[config.mk]
export PLATFORM = sky130hd
export DESIGN_NAME = hazard_controller
export DESIGN_NICKNAME = d
export VERILOG_FILES = /design/src/rtl/hazard_pkg.sv /design/src/rtl/forward_select.sv /design/src/rtl/hazard_controller.sv
export SDC_FILE = /design/constraint.sdc
export NUM_CORES = 1
export LEC_CHECK = 0
export CAP_MARGIN = 20
export CORE_MARGIN = 8
export CORE_UTILIZATION = 25
export CTS_CLUSTER_DIAMETER = 100
export CTS_CLUSTER_SIZE = 10
export DETAILED_ROUTE_END_ITERATION = 8
export PLACE_DENSITY = 0.7
export SYNTH_ARGS = -nofsm -noshare
export SYNTH_HDL_FRONTEND = slang
export SYNTH_SLANG_ARGS = --single-unit
[constraint.sdc]
create_clock -name clk -period 3.34 [get_ports clk]
set_clock_uncertainty 0.05 [all_clocks]
set_input_delay 0.501 -clock clk [delete_from_list [all_inputs] [get_ports clk]]
set_output_delay 0.501 -clock clk [all_outputs]
set_load 0.03 [all_outputs]
[src/rtl/hazard_pkg.sv]
// rtl/hazard_pkg.sv - shared state encoding and forwarding select codes for the hazard controller
package hazard_pkg;

  typedef enum logic [1:0] {RUN, MEM_WAIT, ERROR} hz_state_t;

  localparam logic [1:0] FWD_RF  = 2'b00;
  localparam logic [1:0] FWD_WB  = 2'b01;
  localparam logic [1:0] FWD_MEM = 2'b10;

endpackage

[src/rtl/forward_select.sv]
// rtl/forward_select.sv - ALU operand bypass select for one execute-stage source register
// The memory-stage producer is younger than the writeback one, so it wins.
module forward_select
  import hazard_pkg::*;
(
  input  logic [4:0] Rs,
  input  logic [4:0] RdM,
  input  logic [4:0] RdW,
  input  logic       RegWriteM,
  input  logic       RegWriteW,
  output logic [1:0] Forward
);

  always_comb begin
    Forward = FWD_RF;
    if (RegWriteM && (RdM != 5'd0) && (RdM == Rs)) begin
      Forward = FWD_MEM;
    end else if (RegWriteW && (RdW != 5'd0) && (RdW == Rs)) begin
      Forward = FWD_WB;
    end
  end

endmodule

[src/rtl/hazard_controller.sv]
// rtl/hazard_controller.sv - stall/flush/forward sequencer for the 5-stage RV32 pipeline
// Optional performance counters (stall_cycles, flush_count, PERF_W) with HAZARD_PERF_EN.
module hazard_controller
  import hazard_pkg::*;
#(
  parameter int MEM_TIMEOUT = 16
`ifdef HAZARD_PERF_EN
  ,
  parameter int PERF_W = 32
`endif
) (
  input  logic       clk,
  input  logic       reset_n,
  input  logic [4:0] Rs1D,
  input  logic [4:0] Rs2D,
  input  logic [4:0] Rs1E,
  input  logic [4:0] Rs2E,
  input  logic [4:0] RdE,
  input  logic [4:0] RdM,
  input  logic [4:0] RdW,
  input  logic       ResultSrcE0,
  input  logic       RegWriteM,
  input  logic       RegWriteW,
  input  logic       PCSrcE,
  input  logic       dmem_req,
  input  logic       dmem_ready,
  output logic       StallF,
  output logic       StallD,
  output logic       StallE,
  output logic       StallM,
  output logic       FlushD,
  output logic       FlushE,
  output logic [1:0] ForwardAE,
  output logic [1:0] ForwardBE,
  output logic       mem_error
`ifdef HAZARD_PERF_EN
  ,
  output logic [PERF_W-1:0] stall_cycles,
  output logic [PERF_W-1:0] flush_count
`endif
);

  localparam int CNT_W = $clog2(MEM_TIMEOUT + 1);

  hz_state_t        state_q, state_d;
  logic [CNT_W-1:0] wait_cnt_q, wait_cnt_d;
  logic             lw_stall;
  logic             mem_stall;
  logic [1:0]       fwd_a, fwd_b;

  forward_select u_fwd_a (
    .Rs        (Rs1E),
    .RdM       (RdM),
    .RdW       (RdW),
    .RegWriteM (RegWriteM),
    .RegWriteW (RegWriteW),
    .Forward   (fwd_a)
  );

  forward_select u_fwd_b (
    .Rs        (Rs2E),
    .RdM       (RdM),
    .RdW       (RdW),
    .RegWriteM (RegWriteM),
    .RegWriteW (RegWriteW),
    .Forward   (fwd_b)
  );

  assign lw_stall  = ResultSrcE0 && (RdE != 5'd0) && ((RdE == Rs1D) || (RdE == Rs2D)) && !PCSrcE;
  assign mem_stall = dmem_req && !dmem_ready;

  always_ff @(posedge clk or negedge reset_n) begin
    if (!reset_n) begin
      state_q    <= RUN;
      wait_cnt_q <= '0;
    end else begin
      state_q    <= state_d;
      wait_cnt_q <= wait_cnt_d;
    end
  end

  always_comb begin
    state_d    = state_q;
    wait_cnt_d = wait_cnt_q;
    StallF     = 1'b0;
    StallD     = 1'b0;
    StallE     = 1'b0;
    StallM     = 1'b0;
    FlushD     = 1'b0;
    FlushE     = 1'b0;

    case (state_q)
      RUN: begin
        if (mem_stall) begin
          state_d    = MEM_WAIT;
          wait_cnt_d = CNT_W'(1);
        end
      end
      MEM_WAIT: begin
        // A withdrawn request ends the wait just like a completed one.
        if (!dmem_req || dmem_ready) begin
          state_d    = RUN;
          wait_cnt_d = '0;
        end else if (wait_cnt_q == CNT_W'(MEM_TIMEOUT - 1)) begin
          state_d = ERROR;
        end else begin
          wait_cnt_d = wait_cnt_q + CNT_W'(1);
        end
      end
      ERROR: begin
        state_d = ERROR;
      end
      default: begin
        state_d = ERROR;
      end
    endcase

    if (!reset_n) begin
      StallF = 1'b0;
    end else if ((state_q == ERROR) || mem_stall) begin
      StallF = 1'b1;
      StallD = 1'b1;
      StallE = 1'b1;
      StallM = 1'b1;
    end else if (PCSrcE) begin
      FlushD = 1'b1;
      FlushE = 1'b1;
    end else if (lw_stall) begin
      StallF = 1'b1;
      StallD = 1'b1;
      FlushE = 1'b1;
    end
  end

  assign ForwardAE = reset_n ? fwd_a : FWD_RF;
  assign ForwardBE = reset_n ? fwd_b : FWD_RF;
  assign mem_error = (state_q == ERROR);

`ifdef HAZARD_PERF_EN
  logic [PERF_W-1:0] stall_cycles_q;
  logic [PERF_W-1:0] flush_count_q;

  always_ff @(posedge clk or negedge reset_n) begin
    if (!reset_n) begin
      stall_cycles_q <= '0;
      flush_count_q  <= '0;
    end else begin
      if (StallF) stall_cycles_q <= stall_cycles_q + PERF_W'(1);
      if (FlushE) flush_count_q  <= flush_count_q + PERF_W'(1);
    end
  end

  assign stall_cycles = stall_cycles_q;
  assign flush_count  = flush_count_q;
`endif

endmodule

==> results.ini, run 1 <==
[clock_network]
cts_resized=0
cts_root_buf=clkbuf_4
insertion_delay_ns=0.25
cts-htree-levels=1
cts.sinks=7
cts_made_buffers=3
postCtsSetupBuffers=0
clk_path_buf_depth=2
clk_pin_slew_ns=0.05
cts_tree=done
cts_hold_buf=0

[floorplan]
rows=21
die_h_um=74.6
io_pins=54
fp.dieArea_um2=5560
core_um2=3310
fp.dieW_um=74.6
start_util_pct=25.9

[synth]
synthArstFlopShare_pct=100
yosys.area.top_type_share_pct=24.5
ys_ff_latch=7
ys_types=33
synth_top_area_cell=xor2_1
synthTopCellsByCount=xor2_1 (24), dfrtp_1 (7), nand2_1 (6), nor2_1 (6), xnor2_1 (6)
syn_inst=104
yosysMostFrequentCell=xor2_1
avgSynthCellArea_um2=8.24
synthTopCellsByArea=xor2_1 (25%), dfrtp_1 (20%), xnor2_1 (6.1%)
ys_seq_area_share_pct=20.4
yosysWarnings=0
synth_edf_count=0
syn_area_um2=857
synth_fp_nets=149
ys.flop_type=dfrtp_1

[sta]
hold_viol_final=0
slew_violations=0
fin_setup_tns_ns=0
min_period_ns=3.12
setup_viol=0
rsz0062_at_grt=false
fin_crit_sh_pct=93.5
max-slew-margin-rel_pct=71.0
worst_pin_slew_ns=0.431
fmax_mhz=320

[global_routing]
grt_usage_pct=10.2
grt_remaining_overflow=0
grt_max_degree=11
grt_first_pass_wirelength_mm=4.42
grt_pass1_vias=990
antenna_found_initial=0

[setup_path]
cp-start-kind=input pin
reg2regPathDepth=7
crit_type=in2out
cp_max_fo=3
r2r_slack_ns=1.47
worstPathRequired_ns=2.79
r2r_end=wait_cnt_q[3]
crit_arrival_ns=2.57
crit_path_end_kind=primary output
r2r_start=wait_cnt_q[0]

[pwr]
cellLeakagePower_nw=0.549
power.total_mw=0.306
peakVddDrop_uv=154
powerDensity_nw_per_um2=211

[placement]
place_hpwl_mm=2.51
gp_congestion=0.834
io_buffers=53

[finish]
areaGrowthSynthToFinish_pct=69.2
nets=204
diodes=0
drive_gt1_share_pct=6.33
fin_util_pct=43.8

[routing]
first_pass_iters=4
routed_wl_mm=2.85
antenna_left=0
drt_iter0_markers=36
vias_per_cell=4.78
drc=0
wl_per_cell_um=14.0
num_vias=976

[run_status]
status=finished clean

[run]
cap_violations=0

[worst_hold_path]
hp-class=in2async

kinds of logic (layout without fill, tap and decap cells):
logic type	count (synthesis)	in the layout	synth area share, %
AO/OA/AOI/OAI	18	18	13.7
XOR/XNOR	30	30	30.7
adder cells (fa/ha/maj)	2	2	2.92
buffers and inverters	6	60	3.65
flip-flops	7	7	20.4
multiplexers	1	1	1.17
AND/OR/NAND/NOR	40	40	27.4
critical path: stages:
cell	delay, ns
clkdlybuf4s50_1	0.56
xnor2_1	0.14
nand3_1	0.09
nor4_1	0.42
and2_1	0.19
clkdlybuf4s50_1	0.67
report_power, final:
| group | internal, mW | switching, mW | total, mW |
|---|---|---|---|
| Clock | 0.0457 | 0.0332 | 0.0789 |
| Combinational | 0.0787 | 0.0562 | 0.135 |
| Sequential | 0.0880 | 0.00439 | 0.0924 |
| Total | 0.212 | 0.0938 | 0.306 |
worst max path at each step:
stage | start | endpoint | slack (ns) | cells after the start
6_report | RdM[0] | ForwardAE[1] | 0.22 | 6
3_3_place_gp | RdM[4] | ForwardBE[1] | 0.27 | 6
5_1_grt | RdM[0] | ForwardBE[1] | 0.09 | 6
4_1_cts | RdM[0] | ForwardAE[1] | 0.20 | 6
3_5_place_dp | RdM[0] | ForwardAE[1] | 0.20 | 6
2_1_floorplan | state_q[1] | StallF | 0.45 | 6
flip-flops by register name (all words and copies together), names as in the netlist:
signal	count
wait_cnt_q	5
state_q	2
through the flow:
step / setup WS (ns) / instances / area, um^2 / hold WS [ns]
after CTS: 0.199 / 204 / 1450 / 0.472
after global routing: 0.0913 / 204 / 1450 / 0.493
after global placement: 0.269 / 200 / 1420 / 0.444
after detailed placement: 0.199 / 200 / 1420 / 0.461
final: 0.217 / 204 / 1450 / 0.467
after floorplan: 0.448 / 104 / 857 / 0.155
cells in the final DEF (no fill, tap or decap), types with 2 or more instances in the layout:
cell             instances
nand4b_1                 2
o21bai_1                 3
and3_1                   2
inv_1                    2
nor3_1                   5
clkbuf_4                 3
xnor2_1                  6
o21ai_0                  4
nand3_1                  2
and2_1                   2
or4_1                    4
a21oi_1                  4
clkdlybuf4s50_1         51
dfrtp_1                  7
xor2_1                  24
nor2_1                   6
buf_4                    3
nor2b_1                  4
nor4_1                   2
ha_1                     2
nor4_2                   2
nand2_1                  6
routing by layer:
layer | vias to the layer above | routed length, um | track usage, %
met1 | 443 | 1180 | 11.2
met3 | 7 | 279 | 2.83
li1 | 478 | - | -
met2 | 48 | 1330 | 17.7
met4 | 0 | 57 | 4.57
met5 | - | 0 | 0
layout make-up:
class                           count  area (um^2)
Clock buffer                        4         26.3
Fill cell                         341         1860
Inverter                            2         7.51
Multi-Input combinational cell     91          651
Sequential cell                     7          175
Tap cell                           46         57.6
Timing Repair Buffer               54          533
No activity file was read; power rests on OpenSTA's default activity.
==> inputs of run 2 (changes only) <==
--- a/config.mk
+++ b/config.mk
@@ -11,7 +11,6 @@
 export CTS_CLUSTER_DIAMETER = 100
 export CTS_CLUSTER_SIZE = 10
 export DETAILED_ROUTE_END_ITERATION = 8
-export PLACE_DENSITY = 0.7
 export SYNTH_ARGS = -nofsm -noshare
 export SYNTH_HDL_FRONTEND = slang
 export SYNTH_SLANG_ARGS = --single-unit
==> results.ini, run 2 (synthesis gave the netlist of run 1 again) <==
[routing]
antenna_left=0  ; unchanged
wl_per_cell_um=13.5  ; -3.5%
routed_wl_mm=2.75  ; -3.5%
drt_iter0_markers=16  ; -56%
first_pass_iters=2  ; -2
num_vias=928  ; -4.9%
drc=0  ; unchanged
vias_per_cell=4.55  ; -4.9%

[global_routing]
grt_pass1_vias=1006  ; +1.6%
antenna_found_initial=0  ; unchanged
grt_remaining_overflow=0  ; unchanged
grt_first_pass_wirelength_mm=4.58  ; +3.6%
grt_max_degree=11  ; unchanged
grt_usage_pct=10.3  ; +0.13 points

[setup_path]
crit_start=RdM[0]
worstPathRequired_ns=2.79  ; about the same
cp-start-kind=input pin
reg2regPathDepth=7  ; unchanged
crit_type=in2out
r2r_slack_ns=1.50  ; +0.03 ns
r2r_end=wait_cnt_q[3]
cp_max_fo=3  ; unchanged
crit_path_end_kind=primary output
r2r_start=wait_cnt_q[0]
endpoint=ForwardAE[1]
crit_arrival_ns=2.54  ; -0.03 ns

[sta]
min_period_ns=3.09  ; -0.0361 ns
rsz0062_at_grt=false
setup_viol=0  ; unchanged
fin_setup_tns_ns=0  ; unchanged
fmax_mhz=324  ; +1.2%
fin_crit_sh_pct=92.4  ; -1.1 points
hold_viol_final=0  ; unchanged
slew_violations=0  ; unchanged
worst_pin_slew_ns=0.397  ; -0.0334 ns
max-slew-margin-rel_pct=73.3  ; +2.2 points

[placement]
place_hpwl_mm=2.41  ; -3.8%
gp_congestion=0.768  ; -7.9%
io_buffers=53  ; unchanged
placed_area_um2=1420  ; unchanged

[clock_network]
clk_path_buf_depth=2  ; unchanged
cts_hold_buf=0  ; unchanged
cts.sinks=7  ; unchanged
cts_tree=done
cts_resized=0  ; unchanged
clk_pin_slew_ns=0.06  ; about the same
postCtsSetupBuffers=0  ; unchanged
cts_root_buf=clkbuf_4
cts_made_buffers=3  ; unchanged
insertion_delay_ns=0.26  ; about the same
cts-htree-levels=1  ; unchanged

[finish]
diodes=0  ; unchanged
final_common_cell=clkdlybuf4s50_1
nFillCells=334  ; -2.1%
layout_common_cells=clkdlybuf4s50_1 (51), xor2_1 (24), dfrtp_1 (7)
drive_gt1_share_pct=6.33  ; unchanged
largest_reg_flops=5  ; unchanged
largest_registers=wait_cnt_q (5), state_q (2)
fin_util_pct=43.8  ; unchanged
largest-register=wait_cnt_q
areaGrowthSynthToFinish_pct=69.2  ; unchanged
nets=204  ; unchanged
design_area_um2=1450  ; unchanged

[pwr]
power.total_mw=0.307  ; +0.31%
peakVddDrop_uv=164  ; +6.3%
powerDensity_nw_per_um2=212  ; +0.31%
cellLeakagePower_nw=0.549  ; unchanged

[floorplan]
io_pins=54  ; unchanged
fp.dieW_um=74.6  ; unchanged
die_h_um=74.6  ; unchanged
core_um2=3310  ; unchanged
rows=21  ; unchanged
start_util_pct=25.9  ; unchanged
fp.dieArea_um2=5560  ; unchanged

[run_status]
status=finished clean

[worst_hold_path]
hp-class=in2async

[run]
cap_violations=0  ; unchanged

-- run 2: cell counts in the layout (fill, tap and decap cells not counted) --
Identical to the previous run, type by type.
-- run 2: worst max-delay path, stage by stage --
cell and delay [ns]:
clkdlybuf4s50_1 0.55, xnor2_1 0.14, nand3_1 0.09, nor4_1 0.40, and2_1 0.18, clkdlybuf4s50_1 0.67
-- run 2: how the worst min path moves through the flow --
stage                        from            end  cells past startpoint
global placement    wait_cnt_q[4]  wait_cnt_q[4]                      2
CTS                       reset_n     state_q[0]                      1
detailed placement  wait_cnt_q[4]  wait_cnt_q[4]                      2
global route              reset_n     state_q[0]                      1
floorplan                 reset_n     state_q[0]                      0
finish                    reset_n     state_q[0]                      1
-- run 2: power by group --
| part | total, mW | switching [mW] | internal [mW] |
|---|---|---|---|
| clock | 0.0817 | 0.0358 | 0.0459 |
| combinational | 0.133 | 0.0546 | 0.0787 |
| sequential | 0.0922 | 0.00422 | 0.0879 |
-- run 2: area by class of cell --
type	instances	area, um^2	area share, %
tap	46	57.6	3.97
inverter	2	7.51	0.518
clock buffer	4	26.3	1.81
timing repair buffer	54	533	36.8
multi-input combinational	91	651	44.9
sequential	7	175	12.1
-- run 2: stage by stage --
step                      hold WS (ns)  instances  setup slack [ns]
final                            0.457        204             0.253
after global placement           0.439        200             0.246
after CTS                        0.468        204             0.235
after detailed placement         0.455        200             0.241
after global routing             0.492        204             0.101
after floorplan                  0.155        104             0.448
-- run 2: per-layer routing --
layer  GRT usage, %  wire, um
met1           11.7      1100
met4           1.96        23
met3           3.10       186
met5              0         0
met2           18.5      1430
==> inputs of run 3 (changes only) <==
--- a/config.mk
+++ b/config.mk
@@ -5,12 +5,12 @@
 export SDC_FILE = /design/constraint.sdc
 export NUM_CORES = 1
 export LEC_CHECK = 0
-export CAP_MARGIN = 20
 export CORE_MARGIN = 8
 export CORE_UTILIZATION = 25
 export CTS_CLUSTER_DIAMETER = 100
 export CTS_CLUSTER_SIZE = 10
 export DETAILED_ROUTE_END_ITERATION = 8
+export SETUP_SLACK_MARGIN = 0.2
 export SYNTH_ARGS = -nofsm -noshare
 export SYNTH_HDL_FRONTEND = slang
 export SYNTH_SLANG_ARGS = --single-unit
==> results.ini, run 3 (synthesis gave the netlist of run 1 again) <==
[run]
cap_violations=0  ; unchanged

[worst_hold_path]
hp-class=in2async

[finish]
final_common_cell=clkdlybuf4s50_1
diodes=0  ; unchanged
largest_reg_flops=5  ; unchanged
largest_registers=wait_cnt_q (5), state_q (2)
layout_common_cells=clkdlybuf4s50_1 (50), xor2_1 (24), dfrtp_1 (7)
drive_gt1_share_pct=7.59  ; +1.3 points
areaGrowthSynthToFinish_pct=70.9
nets=204  ; unchanged
largest-register=wait_cnt_q
design_area_um2=1470  ; +1.0%

[placement]
place_hpwl_mm=2.41  ; unchanged
placed_area_um2=1420  ; unchanged
gp_congestion=0.768  ; unchanged
io_buffers=53  ; unchanged
dpl_worst_slack_ns=0.241  ; unchanged

[sta]
postLayoutSetupSlackWorst_ns=0.274  ; +0.0209 ns
setup_viol=0  ; unchanged
rsz0062_at_grt=false
slew_violations=0  ; unchanged
min_period_ns=3.07  ; -0.0209 ns
hold_ws_ns=0.457  ; unchanged
fin_crit_sh_pct=91.8  ; -0.63 points
worst_pin_slew_ns=0.348  ; -0.0495 ns
max-slew-margin-rel_pct=76.7  ; +3.5 points
hold_viol_final=0  ; unchanged
fmax_mhz=326  ; +0.68%
fin_setup_tns_ns=0  ; unchanged

[clock_network]
cts_tree=done
clk_path_buf_depth=2  ; unchanged
postCtsSetupBuffers=0  ; unchanged
cts_root_buf=clkbuf_4
cts-htree-levels=1  ; unchanged
insertion_delay_ns=0.26  ; about the same
clk_pin_slew_ns=0.06  ; about the same
cts.sinks=7  ; unchanged
cts_made_buffers=3  ; unchanged

[routing]
vias_per_cell=4.56  ; +0.32%
routed_wl_mm=2.77  ; +0.91%
wl_per_cell_um=13.6  ; +0.91%
first_pass_iters=2  ; unchanged
drt_iter0_markers=17  ; +1
drc=0  ; unchanged
num_vias=931  ; +0.32%
antenna_left=0  ; unchanged

[global_routing]
grt_max_degree=11  ; unchanged
grt_usage_pct=10.3  ; unchanged
grt_pass1_vias=1006  ; unchanged
antenna_found_initial=0  ; unchanged
grt_first_pass_wirelength_mm=4.58  ; unchanged
grt_remaining_overflow=0  ; unchanged

[setup_path]
path_cells=clkdlybuf4s50_1 -> or4_1 -> o21ai_2 -> nor4_2 -> and2_1 -> clkdlybuf4s50_1
cp_max_fo=3  ; unchanged
crit_path_end_kind=primary output
cp-start-kind=input pin
crit_type=in2out
crit_top_cell=clkdlybuf4s50_1
r2r_slack_ns=1.50  ; about the same
worstPathRequired_ns=2.79  ; about the same
crit_slowest_cell=clkdlybuf4s50_1
cpPeakStageDelay_ns=0.59  ; -0.08 ns
crit_arrival_ns=2.51  ; -0.03 ns

[floorplan]
fp.dieArea_um2=5560  ; unchanged
die_h_um=74.6  ; unchanged
start_util_pct=25.9  ; unchanged
io_pins=54  ; unchanged
fp.dieW_um=74.6  ; unchanged
core_um2=3310  ; unchanged
rows=21  ; unchanged

[pwr]
cellLeakagePower_nw=0.566  ; +3.1%
internal-power_mw=0.213  ; about the same
p_sw_mw=0.0964  ; +1.9%
powerDensity_nw_per_um2=211  ; -0.39%
peakVddDrop_uv=164  ; about the same
power_frac_seq_pct=29.8  ; -0.2 points
power.total_mw=0.309  ; +0.64%
combinationalPowerShare_pct=43.8  ; +0.4 points
swShare_pct=31.2  ; +0.37 points
pwr-share-clk_pct=26.4  ; -0.2 points

[run_status]
status=finished clean

run 3: changes by cell type in the layout (fill, tap and decap cells not counted):
cell             delta
clkdlybuf4s50_1     -1
nor4_1              -2
dlymetal6s2s_1      +1
nor4_2              +2
run 3: final timing paths:
| check | depth (start not counted) | end | start |
|---|---|---|---|
| min reg2reg | 2 | wait_cnt_q[4] | wait_cnt_q[4] |
| max in group asynchronous | 2 | wait_cnt_q[3] | reset_n |
| min | 1 | state_q[0] | reset_n |
| min in group clk | 2 | wait_cnt_q[4] | wait_cnt_q[4] |
| max | 6 | ForwardBE[1] | RdM[2] |
| max reg2reg | 7 | wait_cnt_q[3] | wait_cnt_q[0] |
run 3: power by group through the flow:
stage	logic [mW]	clock network [mW]	registers, mW
after floorplan	0.0555	0	0.0926
after CTS	0.135	0.0840	0.0921
after detailed placement	0.134	0	0.0937
final	0.135	0.0817	0.0922
after global placement	0.133	0	0.0934
after global routing	0.149	0.0898	0.0927
run 3: stage by stage:
| step | util (%) | instances |
|---|---|---|
| floorplan | - | 104 |
| global placement | 43.0 | 200 |
| detailed placement | 43.0 | 200 |
| CTS | 43.8 | 204 |
| global route | 44.3 | 204 |
| finish | 44.3 | 204 |
run 3: cell type report:
class / count / area [um^2]
Clock buffer: 4 / 26.3
Fill cell: 335 / 1850
Inverter: 2 / 7.51
Multi-Input combinational cell: 91 / 663
Sequential cell: 7 / 175
Tap cell: 46 / 57.6
Timing Repair Buffer: 54 / 536
run 3: repair_timing:
action,4_1_cts,5_1_grt
hold buffers,0,0
setup endpoints to repair,0,3
resized for setup,0,3
run 3: metal layers:
metal  vias to the layer above  wire length, um  GRT usage [%]  share of wire, %
met5                         -                0              0                 0
met4                         0               23           1.96              0.83
met3                         3              186           3.10               6.7
met2                        21             1450           18.5                52
met1                       430             1110           11.7                40
li1                        477                -              -                 -
run 3: worst max-delay path: cells and delay by family:
| kind | cells | cell delay, ns |
|---|---|---|
| AOI/OAI and AO/OA | 1 | 0.18 |
| buffers and inverters | 2 | 1.06 |
| and+or+nand+nor | 3 | 0.78 |
